## src/rtl/ex_muldiv_ctrl.sv

```systemverilog
// Iterative RV32M multiply/divide sequencer for the EX stage (radix-2, 32 iterations).
// Define EX_MULDIV_DIV_EN to build the restoring divider; otherwise divide ops complete as illegal.
module ex_muldiv_ctrl (
  input  logic        clk,
  input  logic        rst,
  input  logic        md_i_start,
  input  logic [2:0]  md_i_funct3,
  input  logic [31:0] md_i_a,
  input  logic [31:0] md_i_b,
  input  logic        md_i_flush,
  output logic        md_o_stall,
  output logic        md_o_valid,
  output logic [31:0] md_o_result,
  output logic        md_o_illegal
);

  typedef enum logic [1:0] {
    IDLE = 2'd0,
    CALC = 2'd1,
    DONE = 2'd2
  } state_t;

  state_t      state_reg, state_next;
  logic [4:0]  cnt_reg, cnt_next;
  logic [2:0]  op_reg, op_next;
  logic        neg_q_reg, neg_q_next;
  logic [31:0] acc_reg, acc_next;
  logic [31:0] lo_reg, lo_next;
  logic [31:0] mcand_reg, mcand_next;
  logic [31:0] result_reg, result_next;
  logic        illegal_reg, illegal_next;
`ifdef EX_MULDIV_DIV_EN
  logic        neg_r_reg, neg_r_next;
`endif

  logic        a_signed, b_signed, a_neg, b_neg;
  logic [31:0] a_mag, b_mag;

  always_comb begin
    a_signed = 1'b0;
    b_signed = 1'b0;
    case (md_i_funct3)
      3'b000, 3'b001, 3'b100, 3'b110: begin
        a_signed = 1'b1;
        b_signed = 1'b1;
      end
      3'b010:  a_signed = 1'b1;
      default: ;
    endcase
  end

  assign a_neg = a_signed & md_i_a[31];
  assign b_neg = b_signed & md_i_b[31];
  assign a_mag = a_neg ? (~md_i_a + 32'd1) : md_i_a;
  assign b_mag = b_neg ? (~md_i_b + 32'd1) : md_i_b;

  // Multiply step: conditional add into the upper half, then shift {carry, acc, lo} right.
  logic [32:0] mul_sum;
  logic [31:0] mul_acc, mul_lo;
  assign mul_sum = {1'b0, acc_reg} + (lo_reg[0] ? {1'b0, mcand_reg} : 33'd0);
  assign mul_acc = mul_sum[32:1];
  assign mul_lo  = {mul_sum[0], lo_reg[31:1]};

  logic [31:0] iter_acc, iter_lo;
  logic [63:0] prod_raw, prod_fix;
  logic [31:0] mul_result, calc_result;
  logic        special;
  logic [31:0] special_result;
  logic        special_illegal;

  assign prod_raw   = {iter_acc, iter_lo};
  assign prod_fix   = neg_q_reg ? (~prod_raw + 64'd1) : prod_raw;
  assign mul_result = (op_reg == 3'b000) ? prod_fix[31:0] : prod_fix[63:32];

`ifdef EX_MULDIV_DIV_EN
  // Restoring divide step on {rem, quot}; the shifted remainder needs 33 bits for DIVU.
  logic [32:0] div_shift;
  logic        div_ge;
  logic [31:0] div_acc, div_lo, quot_fix, rem_fix;
  logic        div_by_zero, div_ovf;

  assign div_shift = {acc_reg, lo_reg[31]};
  assign div_ge    = (div_shift >= {1'b0, mcand_reg});
  assign div_acc   = div_ge ? (div_shift[31:0] - mcand_reg) : div_shift[31:0];
  assign div_lo    = {lo_reg[30:0], div_ge};
  assign iter_acc  = op_reg[2] ? div_acc : mul_acc;
  assign iter_lo   = op_reg[2] ? div_lo  : mul_lo;

  assign quot_fix    = neg_q_reg ? (~iter_lo + 32'd1) : iter_lo;
  assign rem_fix     = neg_r_reg ? (~iter_acc + 32'd1) : iter_acc;
  assign calc_result = op_reg[2] ? (op_reg[1] ? rem_fix : quot_fix) : mul_result;

  assign div_by_zero = md_i_funct3[2] & (md_i_b == 32'd0);
  assign div_ovf     = md_i_funct3[2] & ~md_i_funct3[0] &
                       (md_i_a == 32'h8000_0000) & (md_i_b == 32'hFFFF_FFFF);
  assign special         = div_by_zero | div_ovf;
  assign special_result  = div_by_zero ? (md_i_funct3[1] ? md_i_a : 32'hFFFF_FFFF)
                                       : (md_i_funct3[1] ? 32'd0  : 32'h8000_0000);
  assign special_illegal = 1'b0;
`else
  assign iter_acc        = mul_acc;
  assign iter_lo         = mul_lo;
  assign calc_result     = mul_result;
  assign special         = md_i_funct3[2];
  assign special_result  = 32'd0;
  assign special_illegal = md_i_funct3[2];
`endif

  always_comb begin
    state_next   = state_reg;
    cnt_next     = cnt_reg;
    op_next      = op_reg;
    neg_q_next   = neg_q_reg;
    acc_next     = acc_reg;
    lo_next      = lo_reg;
    mcand_next   = mcand_reg;
    result_next  = result_reg;
    illegal_next = illegal_reg;
`ifdef EX_MULDIV_DIV_EN
    neg_r_next   = neg_r_reg;
`endif
    if (md_i_flush) begin
      state_next = IDLE;
    end else begin
      case (state_reg)
        IDLE: begin
          if (md_i_start) begin
            op_next      = md_i_funct3;
            neg_q_next   = a_neg ^ b_neg;
`ifdef EX_MULDIV_DIV_EN
            neg_r_next   = a_neg;
`endif
            acc_next     = 32'd0;
            cnt_next     = 5'd0;
            illegal_next = special_illegal;
            // Divide keeps the dividend in the low half; multiply keeps the multiplier there.
            if (md_i_funct3[2]) begin
              lo_next    = a_mag;
              mcand_next = b_mag;
            end else begin
              lo_next    = b_mag;
              mcand_next = a_mag;
            end
            if (special) begin
              result_next = special_result;
              state_next  = DONE;
            end else begin
              state_next  = CALC;
            end
          end
        end
        CALC: begin
          acc_next = iter_acc;
          lo_next  = iter_lo;
          cnt_next = cnt_reg + 5'd1;
          if (cnt_reg == 5'd31) begin
            result_next = calc_result;
            state_next  = DONE;
          end
        end
        DONE:    state_next = IDLE;
        default: state_next = IDLE;
      endcase
    end
  end

  always_ff @(posedge clk or negedge rst) begin
    if (!rst) begin
      state_reg   <= IDLE;
      cnt_reg     <= 5'd0;
      op_reg      <= 3'd0;
      neg_q_reg   <= 1'b0;
      acc_reg     <= 32'd0;
      lo_reg      <= 32'd0;
      mcand_reg   <= 32'd0;
      result_reg  <= 32'd0;
      illegal_reg <= 1'b0;
`ifdef EX_MULDIV_DIV_EN
      neg_r_reg   <= 1'b0;
`endif
    end else begin
      state_reg   <= state_next;
      cnt_reg     <= cnt_next;
      op_reg      <= op_next;
      neg_q_reg   <= neg_q_next;
      acc_reg     <= acc_next;
      lo_reg      <= lo_next;
      mcand_reg   <= mcand_next;
      result_reg  <= result_next;
      illegal_reg <= illegal_next;
`ifdef EX_MULDIV_DIV_EN
      neg_r_reg   <= neg_r_next;
`endif
    end
  end

  assign md_o_stall   = ((state_reg == IDLE) & md_i_start & ~md_i_flush) | (state_reg == CALC);
  assign md_o_valid   = (state_reg == DONE);
  assign md_o_illegal = (state_reg == DONE) & illegal_reg;
  assign md_o_result  = result_reg;

endmodule

```

## config.mk

```make
export PLATFORM = sky130hd
export DESIGN_NAME = ex_muldiv_ctrl
export DESIGN_NICKNAME = d
export VERILOG_FILES = /design/src/rtl/ex_muldiv_ctrl.sv
export SDC_FILE = /design/constraint.sdc
export NUM_CORES = 1
export LEC_CHECK = 0
export CAP_MARGIN = 20
export CORE_ASPECT_RATIO = 0.5
export CORE_MARGIN = 2
export CORE_UTILIZATION = 33
export CTS_BUF_LIST = sky130_fd_sc_hd__clkbuf_2 sky130_fd_sc_hd__clkbuf_4 sky130_fd_sc_hd__clkbuf_8
export DETAILED_ROUTE_END_ITERATION = 10
export GPL_TIMING_DRIVEN = 0
export SYNTH_ARGS = -nofsm -noshare
export SYNTH_HDL_FRONTEND = slang
export SYNTH_SLANG_ARGS = --single-unit
```

## constraint.sdc

```tcl
create_clock -name clk -period 4.3 [get_ports clk]
set_input_delay 0.86 -clock clk [delete_from_list [all_inputs] [get_ports clk]]
set_output_delay 0.86 -clock clk [all_outputs]
set_load 0.005 [all_outputs]
```

After elaboration in Yosys (flattened, before gate mapping)

Cells that the tools add are included.

Bits of input ports: 71
Logic and storage cells: 71
Register bits: 140

Reductions and logical operators: 10
Multiplexer cells: 24
$add $sub $neg: 5
Bitwise logic cells: 11
Equality and inequality tests: 12

Operators by type and width:

| operator                                                              | number |
|---|---|
| 32-bit 2-to-1 mux                                                     | 11 |
| 32-bit one-hot mux with 2 select lines                                | 3 |
| 32-bit by 1-bit adder with 32-bit output, second input constant       | 2 |
| 64-bit by 1-bit adder with 64-bit output, second input constant       | 1 |
| 64-bit 2-to-1 mux                                                     | 1 |
| 32-bit inverter                                                       | 2 |
| 64-bit inverter                                                       | 1 |
| 32-bit by 32-bit adder with 33-bit output                             | 1 |
| 5-bit one-hot mux with 2 select lines                                 | 1 |
| 2-bit 2-to-1 mux                                                      | 4 |
| 3-bit equality test, second input constant                            | 2 |
| 3-bit zero test                                                       | 2 |
| 2-bit != test, second input constant                                  | 3 |
| 3-bit != test, second input constant                                  | 2 |
| 3-bit AND reduction                                                   | 2 |
| 5-bit by 1-bit adder with 5-bit output, second input constant         | 1 |
| 1-bit AND                                                             | 5 |
| 5-bit equality test, second input constant                            | 1 |
| 5-bit 2-to-1 mux                                                      | 1 |
| 5-bit AND reduction                                                   | 1 |
| 5-bit OR reduction                                                    | 1 |
| 2-bit one-hot mux with 2 select lines                                 | 1 |
| 4-bit OR reduction                                                    | 1 |
| 3-bit by 1-bit equality test with 1-bit output, second input constant | 1 |
| other kinds (10)                                                      | 11 |

Longest topological paths before layout

Gate-level depths: netlist (run 1).

Depth after elaboration: 8
Gate-level depth with buffers: 16

Worst setup path after synthesis (run 1)

No wires, ideal clock.

Kind: register to register
Start point: register lo_reg[0]
End point: register result_reg[25], in the netlist md_o_result[25]
Period minus slack after synthesis: 4230 ps
Setup time: 127 ps
Path slack: 70 ps
Stages on the path, launching flop included: 16
Data arrival time: 4103 ps
Data required time: 4173 ps
Path through: dfrtp_1 clkbuf_1 and2_1 ha_1 fa_1 a21o_1 a221oi_2 nor2_1 a2111oi_0 a311oi_1 or4_1 clkbuf_1 or3_1 o311a_1 a311oi_1 o21ai_1

Longest elaborated chain between the ends: 8

Ends and longest elaborated chain:

| item                                        | RTL line | text |
|---|---|---|
| start: declaration                          | 28       | `logic [31:0] lo_reg, lo_next;` |
| start signal: assignment                    | 187      | `lo_reg <= lo_next;` |
| 32-bit 2-to-1 mux *                         | 60       | `assign mul_sum = {1'b0, acc_reg} + (lo_reg[0] ? {1'b0, mcand_reg} : 33'd0);` |
| 32-bit by 32-bit adder with 33-bit output * | 60       |  |
| 64-bit inverter                             | 72       | `assign prod_fix = neg_q_reg ? (~prod_raw + 64'd1) : prod_raw;` |
| 64-bit by 1-bit adder with 64-bit output    | 72       |  |
| 64-bit 2-to-1 mux *                         | 72       |  |
| 32-bit 2-to-1 mux *                         | 73       | `assign mul_result = (op_reg == 3'b000) ? prod_fix[31:0] : prod_fix[63:32];` |
| 32-bit 2-to-1 mux *                         | 156      | `if (cnt_reg == 5'd31) begin` |
| 32-bit one-hot mux with 2 select lines *    | 125      | `case (state_reg)` |
| end signal: assignment                      | 189      | `result_reg <= result_next;` |
| end: declaration                            | 30       | `logic [31:0] result_reg, result_next;` |

Mark *: on every way between the ends. The rest lies on a longest branch, timed or not. The select of a mux whose other input is x is not followed.
A chain may end at the register's enable or synchronous reset.

Worst setup path after layout (run 1)

Same ends and word-level chain as after synthesis.

==> results of run 1 <==
[power by group]
group          switching, W  internal (W)  total, W
Sequential         0.000204       0.00151   0.00172
Clock              0.000537      0.000520   0.00106
Combinational       0.00140      0.000899   0.00230
Total               0.00214       0.00293   0.00507
[cell type report]
type | count | area (um2) | area share
Buffer | 88 | 362 | 0.0255
Clock buffer | 19 | 249 | 0.0176
Clock inverter | 11 | 124 | 0.00875
Inverter | 30 | 113 | 0.00795
Multi-Input combinational cell | 1214 | 8040 | 0.568
Sequential cell | 139 | 3480 | 0.246
Tap cell | 475 | 594 | 0.0420
Timing Repair Buffer | 122 | 1200 | 0.0848
[kinds of logic after synthesis]
group                      after synthesis  synth area share
and+or+nand+nor                        543             0.226
adders and majority gates               38            0.0418
xor gates and xnor gates               130            0.0986
DFF                                    139             0.301
buffers and inverters                  126            0.0414
muxes                                   21            0.0191
AOI/OAI and AO/OA                      482             0.272
[stage by stage]
stage | power [W] | setup WS [ns] | setup TNS, ns | std cells | hold WS [ns]
6_report | 0.00507 | 0.0391 | 0 | 2098 | 0.312
5_1_grt | 0.00537 | -0.112 | -0.346 | 2098 | 0.347
4_1_cts | 0.00492 | 0.00694 | 0 | 2094 | 0.323
3_5_place_dp | 0.00381 | -0.633 | -7.39 | 2061 | 0.462
3_3_place_gp | 0.00379 | -3.47 | -487.91 | 2059 | 0.455
2_1_floorplan | 0.00303 | 0.0697 | 0 | 1479 | 0.442
[cells in the final DEF (no fill, tap or decap), drive strengths merged, types with 12 or more instances in the layout]
master and count:
or3 20, a22o 33, xnor2 79, clkbuf 89, a31oi 26, a21o 19, nor3 32, a21oi 119
buf 36, and2 49, xor2 51, or4 12, o21ai 138, a211oi 18, clkdlybuf4s50 104, nor4 14
nand4 17, mux2i 13, dfrtp 139, inv 30, o41ai 13, o211ai 24, ha 37, nor2 124
nand2 201, o31ai 28, nand3 22
[how the worst max path moves through the flow]
stage                     startpoint               to  depth (start not counted)
after global routing       lo_reg[0]  md_o_result[28]                         16
after detailed placement   lo_reg[0]  md_o_result[27]                         15
after global placement           rst      acc_reg[28]                          1
after floorplan            lo_reg[0]  md_o_result[25]                         15
final                      lo_reg[0]  md_o_result[25]                         14
after CTS                  lo_reg[0]  md_o_result[29]                         14
[repair_timing]
| item | 4_1_cts | 5_1_grt |
|---|---|---|
| hold buffers | 0 | 0 |
| resized for setup | 50 | 85 |
| setup endpoints to repair | 19 | 19 |
| buffers inserted | 8 | 8 |
| pin swaps | 10 | 27 |
| gates cloned | 0 | 0 |
[per-layer routing]
layer,vias to the layer above,track usage,share of wire
met3,42,0.0353,0.063
met1,5743,0.348,0.49
li1,5639,-,-
met2,395,0.349,0.44
met4,0,0.0494,0.012
met5,-,0,0
==> results by group, run 1 <==
Outcome
  • Status: completed

Global route
  • First-pass GRT wire length: 65,100 um
  • Largest net degree at the start of global routing: 94
  • Vias in the first global route: 10,901
  • Initial antenna violation count: 0
  • Total track usage: 0.232
  • Congestion Overflow GR: 0

CTS
  • H-tree depth: 4
  • CTS buffer count: 17
  • CTS Sinks: 139
  • CTS clk-pin slew, worst paths: 0.09 ns
  • Maximum clock path buffer count: 2
  • Root Driver: clkbuf_8
  • Clk_lat worst skew: 0.47 ns
  • CTS tree: yes

Setup path
  • Cell family with most CP delay: simple AND/OR/NAND/NOR gates
  • Crit path kind: reg2reg
  • Worst setup EP type: flop
  • Slack of the worst reg-to-reg path: 0.04 ns
  • FF-to-FF path depth: 14
  • Most common cell on crit path: o211ai_1
  • Reg2reg start: lo_reg[0]
  • CP arrival: 4.61 ns
  • Max stage delay on crit path: 0.58 ns
  • Worst flop-to-flop path endpoint: md_o_result[25]
  • WP data required: 4.65 ns
  • Slowest-stage cell, CP: or4_4
  • Crit-path cells: buf_2, and2_1, ha_1, buf_4, o211ai_1, o211ai_1, a31oi_2, nor4_2, a311oi_2, or4_4, or3_4, o311a_1, a311oi_1, o21ai_1
  • Crit-path max FO: 10
  • Startpoint types: flop
  • Buf/Inv on CP: 2

STA
  • Rel. slew slack: 0.294
  • Fin. max-slew vios: 0
  • Hold Vio Cnt, Final: 0
  • Setup clock skew after layout: 0.0126 ns
  • Final Setup Violations: 0
  • RSZ-0062 raised after global routing: true
  • Fmax: 0.235 GHz
  • Measured slew at the worst slew-check pin: 1.05 ns
  • Period minus WS final: 4.26 ns
  • Tcrit/Tclk final: 0.991

Synthesis
  • Seq/Total Area, Yosys: 0.301
  • Async SR Flop Fraction: 1.00
  • Cell with the most instances after synthesis: nand2_1
  • Post-synth top area cell: dfrtp_1
  • Avg Cell Area, Syn: 7.81 um2
  • Synth Register Bits: 139
  • Commonest register cell after synthesis: dfrtp_1
  • Netlist Area Pre-Place: 11,500 um2
  • Synth Warn #: 0
  • Synth top area share: 0.301
  • Post-synth EDFFs: 0
  • Gate Count Post-Synth: 1,479
  • Area contributors post-synth: dfrtp_1 30%, nand2_1 6.5%, xnor2_1 6.0%
  • Synth top cells by count: 201 x nand2_1, 139 x dfrtp_1, 127 x o21ai_0
  • Post-synthesis cell type count: 72
  • Syn Nets: 1,588

Detailed routing
  • 1st-iter DRT viols: 1,350
  • Via density per instance: 5.63
  • Routed len/inst: 20.2 um
  • Vias: 11,819
  • WL final: 42,500 um
  • ANT nets after route: 0
  • DRT Pass-1 Iters: 6
  • Residual DRC: 0

Floorplanning
  • Placeable Area: 34,500 um2
  • Die height: 136 um
  • I/O pins: 106
  • Initial Util: 0.335
  • Num rows: 48
  • DIE AREA: 36,600 um2
  • Die width: 269 um

Min path
  • Hold Path Class: in2async

Power and ir drop
  • VDD IR max: 0.214 mV
  • Leak: 5.62 nW
  • Pwr Density: 358 nW/um2

Cells and area
  • Nets: 1,721
  • Antenna fix cells: 0
  • Layout overhead on the synthesized area: 22.6%
  • Fill count: 3,558
  • Layout Utilization: 0.411
  • Finished Cell Area: 14,200 um2
  • Layout cells sized above 1: 0.102

Job
  • Number of max-cap violations: 0

Place
  • GPL Wtd Cong: 0.929
  • Port bufs: 105
  • Hpwl dp: 33,400 um
  • Placed cell area: 13,200 um2
No activity file was read; power rests on OpenSTA's default activity.
==> inputs of run 2 (changes only) <==
- SKIP_LAST_GASP: not set -> 1
==> results of run 2 <==
The final DEF is identical to that of run 1; final timing and power are the same.
Main changes from that run: number of gates resized after CTS 50 -> 49; via count of the first global-routing pass 10901 -> 10902
